--- src/rtl/composite_dc_restore.sv ---
// Back-porch clamp: measures per-line sync-tip and back-porch levels, IIR-smooths them,
// and emits blank-referenced video plus a signal-present flag.
module composite_dc_restore #(
   parameter int                DATA_W         = 12,
   parameter int                TIP_START      = 32,
   parameter int                TIP_LEN_LOG2   = 6,
   parameter int                PORCH_START    = 240,
   parameter int                PORCH_LEN_LOG2 = 6,
   parameter int                IIR_SHIFT      = 2,
   parameter logic [DATA_W-1:0] MIN_SYNC_AMP   = 12'd200,
   parameter int                LOCK_LINES     = 8,
   parameter int                LINE_TIMEOUT   = 4095
) (
   input  logic              clk,
   input  logic              rst_n,
   input  logic              sample_valid,
   input  logic [DATA_W-1:0] adc_data,
   input  logic              h_sync_pulse,
   output logic [DATA_W-1:0] video_out,
   output logic              video_valid,
   output logic [DATA_W-1:0] blank_level,
   output logic [DATA_W-1:0] tip_level,
   output logic [DATA_W-1:0] sync_amp,
   output logic              signal_ok
);

   localparam int CNT_W  = 12;
   localparam int TACC_W = DATA_W + TIP_LEN_LOG2;
   localparam int PACC_W = DATA_W + PORCH_LEN_LOG2;
   localparam int GC_W   = $clog2(LOCK_LINES + 1);
   localparam logic [CNT_W-1:0] TIP_FIRST   = CNT_W'(TIP_START);
   localparam logic [CNT_W-1:0] TIP_LAST    = CNT_W'(TIP_START + (1 << TIP_LEN_LOG2) - 1);
   localparam logic [CNT_W-1:0] PORCH_FIRST = CNT_W'(PORCH_START);
   localparam logic [CNT_W-1:0] PORCH_LAST  = CNT_W'(PORCH_START + (1 << PORCH_LEN_LOG2) - 1);
   localparam logic [CNT_W-1:0] TIMEOUT_CNT = CNT_W'(LINE_TIMEOUT);
   localparam logic [GC_W-1:0]  LOCK_CNT    = GC_W'(LOCK_LINES);

   typedef enum logic [2:0] {IDLE, WAIT_TIP, TIP, WAIT_PORCH, PORCH, ACTIVE} state_t;

   state_t            state;
   logic [CNT_W-1:0]  cnt;
   logic [TACC_W-1:0] acc_tip;
   logic [PACC_W-1:0] acc_porch;
   logic              upd_p1;
   logic              levels_loaded;
   logic [GC_W-1:0]   good_cnt;
   logic              tmo;
   logic [DATA_W-1:0] tip_avg, porch_avg, tip_nx, blank_nx, amp_nx;
   logic [GC_W-1:0]   good_nx;

   // Clamp a widened signed result into the unsigned code range.
   function automatic logic [DATA_W-1:0] sat_u(input logic signed [DATA_W+1:0] v);
      if (v[DATA_W+1]) return '0;
      if (v[DATA_W])   return '1;
      return v[DATA_W-1:0];
   endfunction

   function automatic logic [DATA_W-1:0] sub_sat0(input logic [DATA_W-1:0] a,
                                                  input logic [DATA_W-1:0] b);
      logic signed [DATA_W+1:0] d;
      d = $signed({2'b00, a}) - $signed({2'b00, b});
      return sat_u(d);
   endfunction

   function automatic logic [DATA_W-1:0] iir_step(input logic [DATA_W-1:0] level,
                                                  input logic [DATA_W-1:0] avg);
      logic signed [DATA_W+1:0] lvl, step;
      lvl  = $signed({2'b00, level});
      step = ($signed({2'b00, avg}) - lvl) >>> IIR_SHIFT;
      return sat_u(lvl + step);
   endfunction

   assign tmo       = !h_sync_pulse && (state != IDLE) && (cnt == TIMEOUT_CNT);
   assign tip_avg   = DATA_W'(acc_tip >> TIP_LEN_LOG2);
   assign porch_avg = DATA_W'(acc_porch >> PORCH_LEN_LOG2);
   assign tip_nx    = levels_loaded ? iir_step(tip_level, tip_avg) : tip_avg;
   assign blank_nx  = levels_loaded ? iir_step(blank_level, porch_avg) : porch_avg;
   assign amp_nx    = sub_sat0(blank_nx, tip_nx);
   assign good_nx   = (good_cnt == LOCK_CNT) ? good_cnt : good_cnt + 1'b1;

   // Stage p0: line timing and window accumulation
   always_ff @(posedge clk or negedge rst_n) begin
      if (!rst_n) begin
         state     <= IDLE;
         cnt       <= '0;
         acc_tip   <= '0;
         acc_porch <= '0;
         upd_p1    <= 1'b0;
      end else begin
         upd_p1 <= 1'b0;
         if (h_sync_pulse) begin
            cnt       <= sample_valid ? CNT_W'(1) : '0;
            state     <= WAIT_TIP;
            acc_tip   <= '0;
            acc_porch <= '0;
         end else begin
            if (sample_valid && cnt != '1) cnt <= cnt + 1'b1;
            if (tmo) begin
               state <= IDLE;
            end else if (sample_valid) begin
               case (state)
                  WAIT_TIP: if (cnt == TIP_FIRST) begin
                     acc_tip <= TACC_W'(adc_data);
                     state   <= TIP;
                  end
                  TIP: if (cnt == PORCH_FIRST) begin
                     acc_porch <= PACC_W'(adc_data);
                     state     <= PORCH;
                  end else begin
                     acc_tip <= acc_tip + TACC_W'(adc_data);
                     if (cnt == TIP_LAST) state <= WAIT_PORCH;
                  end
                  WAIT_PORCH: if (cnt == PORCH_FIRST) begin
                     acc_porch <= PACC_W'(adc_data);
                     state     <= PORCH;
                  end
                  PORCH: begin
                     acc_porch <= acc_porch + PACC_W'(adc_data);
                     if (cnt == PORCH_LAST) begin
                        state  <= ACTIVE;
                        upd_p1 <= 1'b1;
                     end
                  end
                  default: ;
               endcase
            end
         end
      end
   end

   // Stage p1: level filter, sync amplitude and lock qualification
   always_ff @(posedge clk or negedge rst_n) begin
      if (!rst_n) begin
         blank_level   <= '0;
         tip_level     <= '0;
         sync_amp      <= '0;
         levels_loaded <= 1'b0;
         good_cnt      <= '0;
         signal_ok     <= 1'b0;
      end else if (tmo) begin
         good_cnt  <= '0;
         signal_ok <= 1'b0;
      end else if (upd_p1) begin
         blank_level   <= blank_nx;
         tip_level     <= tip_nx;
         sync_amp      <= amp_nx;
         levels_loaded <= 1'b1;
         if (amp_nx >= MIN_SYNC_AMP) begin
            good_cnt <= good_nx;
            if (good_nx == LOCK_CNT) signal_ok <= 1'b1;
         end else begin
            good_cnt  <= '0;
            signal_ok <= 1'b0;
         end
      end
   end

   // Video path: one clock latency, never gated by lock
   always_ff @(posedge clk or negedge rst_n) begin
      if (!rst_n) begin
         video_out   <= '0;
         video_valid <= 1'b0;
      end else begin
         video_valid <= sample_valid;
         if (sample_valid) video_out <= sub_sat0(adc_data, blank_level);
      end
   end

endmodule
--- config.mk ---
export PLATFORM = sky130hd
export DESIGN_NAME = composite_dc_restore
export DESIGN_NICKNAME = d
export VERILOG_FILES = /design/src/rtl/composite_dc_restore.sv
export SDC_FILE = /design/constraint.sdc
export NUM_CORES = 1
export LEC_CHECK = 0
export BUFFER_PORTS_ARGS = -buffer_cell sky130_fd_sc_hd__buf_2
export CAP_MARGIN = 20
export CORE_ASPECT_RATIO = 1.25
export CORE_MARGIN = 2
export CORE_UTILIZATION = 35
export CTS_BUF_LIST = sky130_fd_sc_hd__clkbuf_2 sky130_fd_sc_hd__clkbuf_4 sky130_fd_sc_hd__clkbuf_8
export DETAILED_ROUTE_END_ITERATION = 7
export PLACE_DENSITY_LB_ADDON = 0.15
export SLEW_MARGIN = 10
export SYNTH_ARGS = -nofsm -noshare
export SYNTH_HDL_FRONTEND = slang
export SYNTH_SLANG_ARGS = --single-unit
--- constraint.sdc ---
create_clock -name clk -period 6.2 [get_ports clk]
set_input_delay 0.62 -clock clk [delete_from_list [all_inputs] [get_ports clk]]
set_output_delay 0.62 -clock clk [all_outputs]
set_load 0.03 [all_outputs]
; Yosys cells after proc, flatten, opt, wreduce, memory -nomap -nowiden
; Index checks and enable logic that the tools add are counted.
[totals]
regBits = 107
inputBits = 16
out_inout_bits = 50
word_cells = 132
[classes]
n_addsub = 10
n_lt_le_gt_ge = 1
n_eq_ne = 21
n_mux = 68
n_bitwise = 1
reduce_logical = 18
[ops]
columns = operator, n
row1 = $mux 12, 20
row2 = $mux 18, 9
row3 = $pmux 18 s2, 2
row4 = $sub 12x12->13, 4
row5 = $add 18x12->18, 2
row6 = $add 13x11->14, 2
row7 = $mux 1, 24
row8 = $mux 3, 8
row9 = $mux 4, 4
row10 = $add 12x1->12 const B, 1
row11 = $eq 12x12->1 const B, 1
row12 = $eq 12x6->1 const B, 1
row13 = $eq 12x7->1 const B, 1
row14 = $eq 12x8->1 const B, 1
row15 = $eq 12x9->1 const B, 1
row16 = $ge 12x8->1 const B, 1
row17 = $ne 12x12->1 const B, 1
row18 = $ne 4x4->1 const B, 3
row19 = $pmux 3 s4, 1
row20 = $reduce_bool 3->1, 4
row21 = $eq 4x4->1 const B, 2
row22 = $eq 3x2->1 const B, 2
row23 = $ne 3x3->1 const B, 2
row24 = $reduce_and 6->1, 1
row25 = 16 further kinds, 21

; Longest topological paths before layout
[logic_depth]
word_depth = 16
ltp_mapped = 36
ltp_nobuf = 36

; Least setup slack after synthesis
; No wires, ideal clock.
[synth_timing]
path_kind = register to register
from = reg blank_level[1]
to = reg good_cnt[0]
setup_time_ps = 141
t_arrival_ps = 6545
setup_slack_ps = -486
stages_incl_launch_ff = 36
period_less_slack_ps = 6686
path_cell_list = dfrtp_1 -> inv_1 -> ha_1 -> a21oi_2 -> a21oi_1 -> and2_1 -> o21a_1 -> o21a_1 -> o21a_1 -> o21a_1 -> o21a_1 -> o21a_1 -> nor2_1 -> xnor2_1 -> ha_1 -> and2_1 -> and2_4 -> a221oi_4 -> o21ai_2 -> xnor2_1 -> o21ai_0 -> nor2_1 -> a21oi_1 -> inv_1 -> ha_1 -> nor2b_1 -> o21ai_0 -> nand2b_1 -> a21o_1 -> a21o_1 -> o211ai_1 -> a311oi_1 -> a2111oi_4 -> o211ai_2 -> nor4_4 -> a211oi_1
[synth_between]
elab_chain_cells = 16
[synth_rtl]
columns = element, line
row1 = start: declaration, 21  ; output logic [DATA_W-1:0] blank_level,
row2 = start signal: assignment, 144  ; blank_level <= blank_nx;
row3 = $sub 12x12->13, 69  ; step = ($signed({2'b00, avg}) - lvl) >>> IIR_SHIFT;
row4 = $add 13x11->14 (*), 70  ; return sat_u(lvl + step);
row5 = $mux 1 (2 in series), 54  ; if (v[DATA_W]) return '1;
row6 = $mux 12, 55  ; return v[DATA_W-1:0];
row7 = $mux 12 (*), 54
row8 = $mux 12 (*), 77  ; assign blank_nx = levels_loaded ? iir_step(blank_level, porch_avg) : porch_avg;
row9 = named net blank_nx[1], 48  ; logic [DATA_W-1:0] tip_avg, porch_avg, tip_nx, blank_nx, amp_nx;
row10 = $sub 12x12->13 (*), 61  ; d = $signed({2'b00, a}) - $signed({2'b00, b});
row11 = $mux 1, "53, 54"
row12 = $mux 1, 54
row13 = $mux 12, 55
row14 = $mux 12 (*), 54
row15 = $ge 12x8->1 (*), 148  ; if (amp_nx >= MIN_SYNC_AMP) begin
row16 = $mux 4 (*), 148
row17 = $mux 4 (*), 143  ; end else if (upd_p1) begin
row18 = $mux 4 (*), 140  ; end else if (tmo) begin
row19 = end signal: assignment, 149  ; good_cnt <= good_nx;
row20 = end: declaration, 46  ; logic [GC_W-1:0] good_cnt;
; The timed path passes the listed nets; every way through them passes the cells marked *. The select of a mux whose other input is x is not followed.
; A chain may end at the register's enable or synchronous reset.

; Worst setup path in the final report
[layout_timing]
from = reg blank_level[2]
to = reg good_cnt[2]
; The elaborated chain is that of the path after synthesis.

==> qor.txt <==
design area: 11530 µm²
number of cell rows: 66
endpoints failing hold: 0
share of the synthesized area in the top cell type: 0.2882
most common cell in the netlist: nor2_1
Final Total Pwr: 4.993 mW
Final Skew: 0.01999 ns
DR pass1 iterations: 5
Max-cap violations: 0
antenna cell count: 0
maximum buffer depth of the clock tree: 2
post-synthesis cell type count: 86
Clk pin slew, worst setup/hold paths: 0.13 ns
Critical Path AT: 6.81 ns
Multi-input gate area: 6451 µm²
share of layout cells above drive strength 1: 0.2475
gpl congestion: 0.8286
startpoint types: register
pin slew with the least headroom to its limit: 1.155 ns
RR Endpoint: good_cnt[2]
cell taking the most area after synthesis: dfrtp_1
grt total ovfl: 0
CTS Hold Bufs: 0
DR vias: 8615
FF/Latch Area: 2684 µm²
port buffer count: 65
Syn Nets: 1223
VDD IR max: 0.0002729 V
I/O pin count: 66
post-layout minimum cycle time: 6.469 ns
synthesized area per cell: 8.424 µm²
DP Worst Slack: -0.4143 ns
clock buffer count from CTS: 9
DIE AREA: 27870 µm²
Static Leakage: 5.389 nW
Worst slew margin: 0.2293
reg2reg setup slack: -0.27 ns
Routed Antenna Nets: 0
Setup-failing EPs final: 16
unrepaired setup endpoints after global routing: true
area grow syn2layout: 24.05%
Warnings, synthesis: 0
Final WS setup: -0.2689 ns
failing checks: setup timing
core area: 26100 µm²
fmax: 0.1546 GHz
period utilization: 1.043
first-pass GRT wire length: 44.76 mm
worst-skew pair later-pin latency: 0.42 ns
Worst Hold Class: input port to async pin
post-synthesis async set-or-reset flop share: 1.000
status: finished with violations
Final HPWL DP: 21.31 mm
Initial Util: 0.3561
Area after DPL: 11000 µm²
vias in the first global route: 8531
# DRC: 0
DR vias/cell: 5.250
required time worst endpoint: 6.54 ns
initial antenna violation count: 1
GRT Util Overall: 0.2043
initial DRC count: 343
sequential fraction of the synthesis area: 0.2882
Routed WL: 27.70 mm
Pwr per Cell Area: 433.2 nW/µm²
Setup TNS Final: -2.183 ns
RR Startpoint: blank_level[2]
Slew Viols, Final: 0
Die Span X: 149.7 µm
largest net degree at the start of global routing: 66
slowest CP cell: dfrtp_2
synth cell count leaders: 116 x nor2_1, 107 x dfrtp_1, 106 x a21oi_1, 98 x ha_1, 86 x nand2_1
Synth Flop Type: dfrtp_1
root buffer cell: clkbuf_8
Post-Syn Instances: 1103
Netlist Area Pre-Place: 9291 µm²
H-tree depth: 3
CTS tree: built
CP max stage delay: 0.43 ns
final net count: 1416
Post-synth EDFFs: 0
R2R depth: 39
drt wl/cell: 16.88 µm
Sink Count: 107
#FFs+latches synth: 107
Filler Cells Inserted: 2711
Die Y: 186.2 µm
Util after Layout: 0.4417
Synth area leaders: dfrtp_1 29%, ha_1 13%, a21oi_1 5.7%
Worst Path Class, Setup: register to register
Critical Path Fanout Max: 4
Crit. End Element: register
==> how the worst max path moves through the flow <==
stage | startpoint | to | slack, ns | cells past startpoint
finish | blank_level[2] | good_cnt[2] | -0.27 | 39
global route | blank_level[2] | signal_ok | -0.63 | 36
CTS | blank_level[2] | good_cnt[2] | -0.26 | 36
detailed placement | blank_level[2] | good_cnt[0] | -0.41 | 36
global placement | tip_level[1] | good_cnt[2] | -0.40 | 32
floorplan | blank_level[2] | good_cnt[1] | -0.18 | 36
==> power breakdown <==
group / internal (mW) / switching (mW) / total (mW)
sequential: 0.729 / 0.0349 / 0.764
combinational: 1.89 / 1.89 / 3.77
clock: 0.156 / 0.299 / 0.456
==> through the flow <==
stage,instances,hold slack [ns]
after floorplan,1103,0.3244
after global placement,1605,0.4603
after detailed placement,1605,0.4622
after CTS,1634,0.1991
after global routing,1641,0.2161
final,1641,0.1893
==> cells in the final DEF (no fill, tap or decap), types with 11 or more instances in the layout <==
cell      synthesis  layout
a21o_1           27      27
and3_1           13      13
inv_1            82      79
nor2_1          116     113
o21ai_1           5      11
buf_4             0     151
a21oi_1         106      98
buf_2             1      64
o21ai_0          61      53
nor3_1           23      19
ha_1             98      93
dfrtp_1         107     102
nand2_1          86      83
o211ai_1         11      11
xor2_1           19      17
o21a_1           19      19
xnor2_1          55      51
o21bai_1         18      18
nand3_1          21      20
a211oi_1         28      27
a311oi_1         12      11
==> layout make-up <==
class / instances / share of cell area
Timing Repair Buffer: 217 / 0.1281
Inverter: 82 / 0.02670
Multi-Input combinational cell: 879 / 0.5597
Tap cell: 340 / 0.03691
Clock buffer: 10 / 0.01140
Sequential cell: 107 / 0.2328
Clock inverter: 6 / 0.004342
==> state kept, by name (all words and copies together), names as in the netlist <==
register	cells
acc_porch	18
acc_tip	18
blank_level	12
cnt	12
good_cnt	4
levels_loaded	1
signal_ok	1
state	3
sync_amp	12
tip_level	12
upd_p1	1
video_out	12
video_valid	1
==> cell families after synthesis <==
kind of cell,synth area share
AOI/OAI and AO/OA,0.2621
buffers and inverters,0.04821
adders and majority gates,0.1460
xor gates and xnor gates,0.07447
and+or+nand+nor,0.1709
muxes,0.01023
DFF,0.2882
==> routing by layer <==
| metal | GRT usage | share of wire | wire, µm |
|---|---|---|---|
| met3 | 0.02634 | 0.030 | 827 |
| met1 | 0.2665 | 0.46 | 12660 |
| met5 | 0 | 0.00025 | 7 |
| met2 | 0.3583 | 0.50 | 13740 |
| met4 | 0.05094 | 0.017 | 466 |
==> what timing repair did <==
item                       4_1_cts  5_1_grt
setup endpoints to repair       17       17
gates resized for setup         22       23
pin swaps                       14        7
buffers inserted                14        7
cloned                           0        1
==> critical path, delay by kind of cell, from the launching register on <==
kind                       cells  cell delay (ns)
AOI/OAI and AO/OA             15             2.78
and+or+nand+nor                9             1.02
buffers and inverters          9             1.01
adders and majority gates      3             0.71
DFF                            1             0.43
xor gates and xnor gates       3             0.42
(Power assumes the default switching activity.)
